[src/rtl/reg_file_arbiter.sv]
// reg_file_arbiter: round-robin arbiter sharing the single port of register_file
// among NUM_REQ requesters. A grant in cycle T drives the RF port from registers
// in T+1, and read data returns with a one-hot rsp_valid strobe in T+2.
// Optional feature: define RF_ARB_LOCK_EN to add req_lock[NUM_REQ], which lets one
// requester hold the port exclusively for read-modify-write sequences.
module reg_file_arbiter #(
    parameter int NUM_REQ = 4,
    parameter int ADDR_W  = 2,
    parameter int DATA_W  = 64
) (
    input  logic                      clk,
    input  logic                      reset,
    input  logic [NUM_REQ-1:0]        req,
    input  logic [NUM_REQ-1:0]        req_we,
    input  logic [NUM_REQ*ADDR_W-1:0] req_addr,
    input  logic [NUM_REQ*DATA_W-1:0] req_wdata,
`ifdef RF_ARB_LOCK_EN
    input  logic [NUM_REQ-1:0]        req_lock,
`endif
    output logic [NUM_REQ-1:0]        gnt,
    output logic [NUM_REQ-1:0]        rsp_valid,
    output logic [DATA_W-1:0]         rsp_data,
    output logic                      rf_write_en,
    output logic [ADDR_W-1:0]         rf_addr,
    output logic [DATA_W-1:0]         rf_data_in,
    input  logic [DATA_W-1:0]         rf_data_out
);

    localparam int IDX_W = (NUM_REQ > 1) ? $clog2(NUM_REQ) : 1;

    logic [IDX_W-1:0] rr_ptr;
    logic [IDX_W-1:0] nxt_ptr;
    logic [IDX_W-1:0] gnt_idx;
    logic [IDX_W-1:0] cand;
    logic             gnt_any;
    logic             lock_hold;

    logic             rd_vld_p1;
    logic [IDX_W-1:0] rd_id_p1;

`ifdef RF_ARB_LOCK_EN
    logic             lock_active;
    logic [IDX_W-1:0] lock_owner;
`endif

    // Arbitration: first requester at or after rr_ptr (wrapping) wins; a held lock overrides the scan
    always_comb begin
        gnt_any = 1'b0;
        gnt_idx = '0;
        cand    = '0;
        for (int k = 0; k < NUM_REQ; k++) begin
            cand = IDX_W'((int'(rr_ptr) + k) % NUM_REQ);
            if (!gnt_any && req[cand]) begin
                gnt_any = 1'b1;
                gnt_idx = cand;
            end
        end
`ifdef RF_ARB_LOCK_EN
        if (lock_active) begin
            gnt_any = req[lock_owner];
            gnt_idx = lock_owner;
        end
`endif
        if (reset) begin
            gnt_any = 1'b0;
        end
    end

    // One-hot grant vector from the winning index
    always_comb begin
        gnt = '0;
        if (gnt_any) begin
            gnt[gnt_idx] = 1'b1;
        end
    end

    assign nxt_ptr = (gnt_idx == IDX_W'(NUM_REQ - 1)) ? '0 : gnt_idx + 1'b1;

`ifdef RF_ARB_LOCK_EN
    // A locked grant keeps the pointer parked so the owner's sequence stays atomic
    assign lock_hold = req_lock[gnt_idx];

    // Lock ownership: set by a grant with req_lock high, released by the owner's unlocked grant
    always_ff @(posedge clk) begin
        if (reset) begin
            lock_active <= 1'b0;
            lock_owner  <= '0;
        end else if (gnt_any) begin
            lock_active <= req_lock[gnt_idx];
            lock_owner  <= gnt_idx;
        end
    end
`else
    assign lock_hold = 1'b0;
`endif

    // Round-robin pointer moves past the granted requester; holds when idle
    always_ff @(posedge clk) begin
        if (reset) begin
            rr_ptr <= '0;
        end else if (gnt_any && !lock_hold) begin
            rr_ptr <= nxt_ptr;
        end
    end

    // Issue stage (T+1): drive the RF port from the granted request; write strobe lasts one cycle
    always_ff @(posedge clk) begin
        if (reset) begin
            rf_write_en <= 1'b0;
            rf_addr     <= '0;
            rf_data_in  <= '0;
            rd_vld_p1   <= 1'b0;
            rd_id_p1    <= '0;
        end else begin
            rf_write_en <= gnt_any && req_we[gnt_idx];
            rd_vld_p1   <= gnt_any && !req_we[gnt_idx];
            if (gnt_any) begin
                rf_addr    <= req_addr[gnt_idx*ADDR_W +: ADDR_W];
                rf_data_in <= req_we[gnt_idx] ? req_wdata[gnt_idx*DATA_W +: DATA_W] : '0;
                rd_id_p1   <= gnt_idx;
            end
        end
    end

    // Return stage (T+2): capture combinational RF read data and strobe the owning requester
    always_ff @(posedge clk) begin
        if (reset) begin
            rsp_valid <= '0;
            rsp_data  <= '0;
        end else begin
            rsp_valid <= '0;
            if (rd_vld_p1) begin
                rsp_valid[rd_id_p1] <= 1'b1;
                rsp_data            <= rf_data_out;
            end
        end
    end

endmodule

[config.mk]
export PLATFORM = sky130hd
export DESIGN_NAME = reg_file_arbiter
export DESIGN_NICKNAME = d
export VERILOG_FILES = /design/src/rtl/reg_file_arbiter.sv
export SDC_FILE = /design/constraint.sdc
export NUM_CORES = 1
export LEC_CHECK = 0
export CAP_MARGIN = 0
export CORE_AREA = 4 4 184 186
export CTS_CLUSTER_DIAMETER = 80
export CTS_CLUSTER_SIZE = 16
export DETAILED_ROUTE_END_ITERATION = 16
export DIE_AREA = 0 0 188 190
export PLACE_DENSITY = 0.66
export RECOVER_POWER = 100
export SLEW_MARGIN = 10
export SYNTH_ARGS = -nofsm -noshare
export SYNTH_HDL_FRONTEND = slang
export SYNTH_SLANG_ARGS = --single-unit
export TNS_END_PERCENT = 100
[constraint.sdc]
create_clock -name clk -period 2.8 [get_ports clk]
set_input_delay 0.7 -clock clk [delete_from_list [all_inputs] [get_ports clk]]
set_output_delay 0.7 -clock clk [all_outputs]
set_load 0.02 [all_outputs]
==> impl_summary.md <==
Outcome
The run finished, with violations left. The final reports fail on capacitance limit.

Clocking
In this run the deepest clock path goes through 2 buffers. TritonCTS built the clock tree. The TritonCTS sink count is 140. Clock latency on the worst-skew pair, taken at its later pin, is 410 ps. Clock-pin slew was measured on the worst setup and hold paths at 60 ps. The deepest level of the CTS H-tree is 4. Clock tree synthesis inserted a total of 17 buffers.

The cell chosen for the clock root is clkbuf_16. The count of hold-fix buffers inserted at cts is 0.

Logic synthesis
The sequential fraction of the synthesis area is 0.4160. The netlist area before placement is 0.006738 mm2. In the synthesized netlist, the number of instances is 706. Yosys printed 0 warnings.

The average instance in the mapped netlist occupies 9.544 um2. The proportion of synthesized area in mux cells is 0.2897. The compound-gate portion of the synthesized area came to 0.1068. Synthesis produced a netlist with a net count of 1,048.

The distinct cell type count of the synthesized netlist is 28. In this run, synthesis produced a sequential element count of 140. Of the total synthesized cell area, the portion taken by XOR and XNOR cells is 0. Of the total synthesized cell area, the portion taken by full adders, half adders and majority gates is 0.007428. Of the total synthesized cell area, the portion taken by AND, OR, NAND and NOR gates is 0.1369. The dominant combinational cell family by area after synthesis is multiplexers.

Global route
The largest net degree at the start of global routing is 89. The total global-route track usage is 0.1521. Summed over all layers, the global routing overflow is 0. The number of global-route vias before repair is 7,238. The number of antenna violations at the first check in global routing is 2. The first global-routing pass estimated 42,410 um of wire.

STA
For the final database, setup skew stands at 10.74 ps. For the pin with the worst max-slew slack, the measured transition is 1488 ps. The minimum clock period after layout is 2767 ps. The final period utilization is 0.9882. The final count of negative-setup-slack endpoints is 0. Timing would allow up to 361.4 MHz. The worst hold-check slack is 456.6 ps. The tightest slew margin relative to the limit is 0.007935.

Setup repair after global routing could not meet its margin everywhere. The count of final hold-check violations was 0. The final max-slew violation count was 0.

Pwr
Dividing total power by cell area gives a power density of 598.1 mW/mm2. Summing internal, switching and leakage power gives 7.637 mW. The maximum vdd drop is 0.3845 mV. The leakage dissipation is 5.327 nW.

Die
In this run the standard cell core region covers 0.03229 mm2. In this run the core area contains 66 standard-cell rows. 477 I/O pins were placed. The starting density of the core is 0.2087. The die boundary width is 188 um. From bottom edge to top edge, the die measures 190 um. The die covers 0.03572 mm2.

Run
The number of max-cap violations is 1.

Drt
In the final routed layout, each cell accounts on average for 17.72 um. For this block, the routed nets add up to 28,920 um of wire. The remaining antenna violation count after routing is 0. Summing over every cut layer, the via total after detailed routing is 7,000. Using the TritonRoute via totals, the vias-per-cell ratio works out to 4.289. The residual DRC count is 0. The first TritonRoute pass finished after 4 iterations. The first routing iteration left 222 violations.

Placed design
The number of placed instances, taps included, is 1,593. Routability-driven placement finished with a final weighted congestion of 0.7992. The count of buffers inserted at the top-level ports is 476.

The placed instance area is 0.01208 mm2. The post-detailed-placement half-perimeter wirelength is 22,820 um.

Layout
The finished cells cover 0.01277 mm2. Of the cells placed in the final design, the portion with a size suffix greater than 1 is 0.07401. For this run, the post-layout net count is 1,518. From synthesis to final layout, the design area changed by 89.49%. Once layout is complete, the cells apart from fillers number 1,632.

Setup path
The worst path arrival time is 2070 ps. The worst setup path is launched from a primary input. The highest fanout seen on the critical path is 4. Data on the critical path is required at its endpoint by 2100 ps. The path type of the worst setup path is in2out.

STA classifies the critical path endpoint as an output pin.

Hold path
The worst hold path belongs to the class reg2reg.
## metal layers
metal | up-vias | GRT usage | routed length [um]
met5 | - | 0 | 13
met4 | 2 | 0.03614 | 325
met3 | 15 | 0.04862 | 1938
met2 | 285 | 0.2765 | 14940
met1 | 3231 | 0.1736 | 11700
li1 | 3467 | - | -
## layout make-up
class	count	area, um2
clock buffer	17	425.4
fill	3183	19520
tap	442	553.0
clock inverter	15	128.9
sequential	140	2806
antenna	1	2.502
inverter	2	10.01
multi-input combinational	506	3740
timing repair buffer	509	5101
## power by group
part | leakage [nW] | switching [mW] | internal [mW] | total, mW
Clock | 0.263 | 0.992 | 1.16 | 2.16
Combinational | 3.92 | 1.51 | 1.52 | 3.03
Sequential | 1.15 | 0.170 | 2.28 | 2.45
Total | 5.33 | 2.67 | 4.97 | 7.64
## worst paths after layout
| check | cells after the start | slack, ps | startpoint | endpoint |
|---|---|---|---|---|
| max | 8 | 30 | req[0] | gnt[2] |
| max reg2reg | 10 | 350 | rr_ptr[0] | rf_data_in[29] |
| min reg2reg | 1 | 460 | rf_data_in[48] | rf_data_in[48] |
| min | 1 | 460 | rf_data_in[48] | rf_data_in[48] |
## synthesized netlist by cell type, drive strengths merged
cell	count	share of area
nor3	2	0.0015
dfxtp	140	0.42
o32a	1	0.0015
o22ai	1	0.00093
ha	4	0.0074
and2	4	0.0037
and3b	1	0.0013
a21oi	3	0.0022
nor3b	1	0.0011
mux2i	195	0.29
nand3	4	0.0030
and3	1	0.00093
nor2b	5	0.0046
nor2	71	0.040
nand2	142	0.079
o21ai	1	0.00074
a21boi	1	0.0011
o221ai	1	0.0022
nor4	1	0.00093
inv	2	0.0011
clkbuf	30	0.017
a32o	66	0.098
or4	1	0.0011
buf	28	0.025
## cells in the final DEF (no fill, tap or decap), drive strengths merged, types with 5 or more instances in the layout
master         synthesis  final
nor2                  71     71
clkbuf                30     19
dlygate4sd3            0    135
dfxtp                140    140
clkdlybuf4s50          0    332
buf                   28     36
nand2                142    142
a32o                  66     66
inv                    2     10
mux2i                195    195
nor2b                  5      5
## registers in the layout (all words and copies together) (netlist names)
signal       cells
rsp_data        64
rf_data_in      64
rf_addr          2
rd_id_p1         2
rd_vld_p1        1
rf_write_en      1
rr_ptr           2
rsp_valid        4
## what timing repair did
| item | CTS | global route |
|---|---|---|
| gates cloned | 0 | 1 |
| setup buffers | 5 | 0 |
| pin swaps | 2 | 1 |
| setup endpoints to repair | 70 | 26 |
| resized for setup | 43 | 2 |
## logic make-up after synthesis
logic type	Yosys count
DFF	140
adders and majority gates	4
AOI/OAI and AO/OA	74
and+or+nand+nor	233
buffers and inverters	60
muxes	195
## per-stage QoR
step	setup slack [ps]	TNS (ps)	utilization
3_3_place_gp	-776.8	-44770	0.3743
4_1_cts	11.13	0	0.3943
3_5_place_dp	-866.1	-51340	0.3743
6_report	32.97	0	0.3954
5_1_grt	-9.403	-9.403	0.3954
2_1_floorplan	8.852	0	-
## critical path: stages
cell and delay, ps:
dlygate4sd2_1 290, nor2b_1 160, o21ai_2 150, o221ai_4 140, buf_6 160, ha_2 170, and2_4 140, buf_4 150
Note: power is estimated with default switching activity, not from simulation.
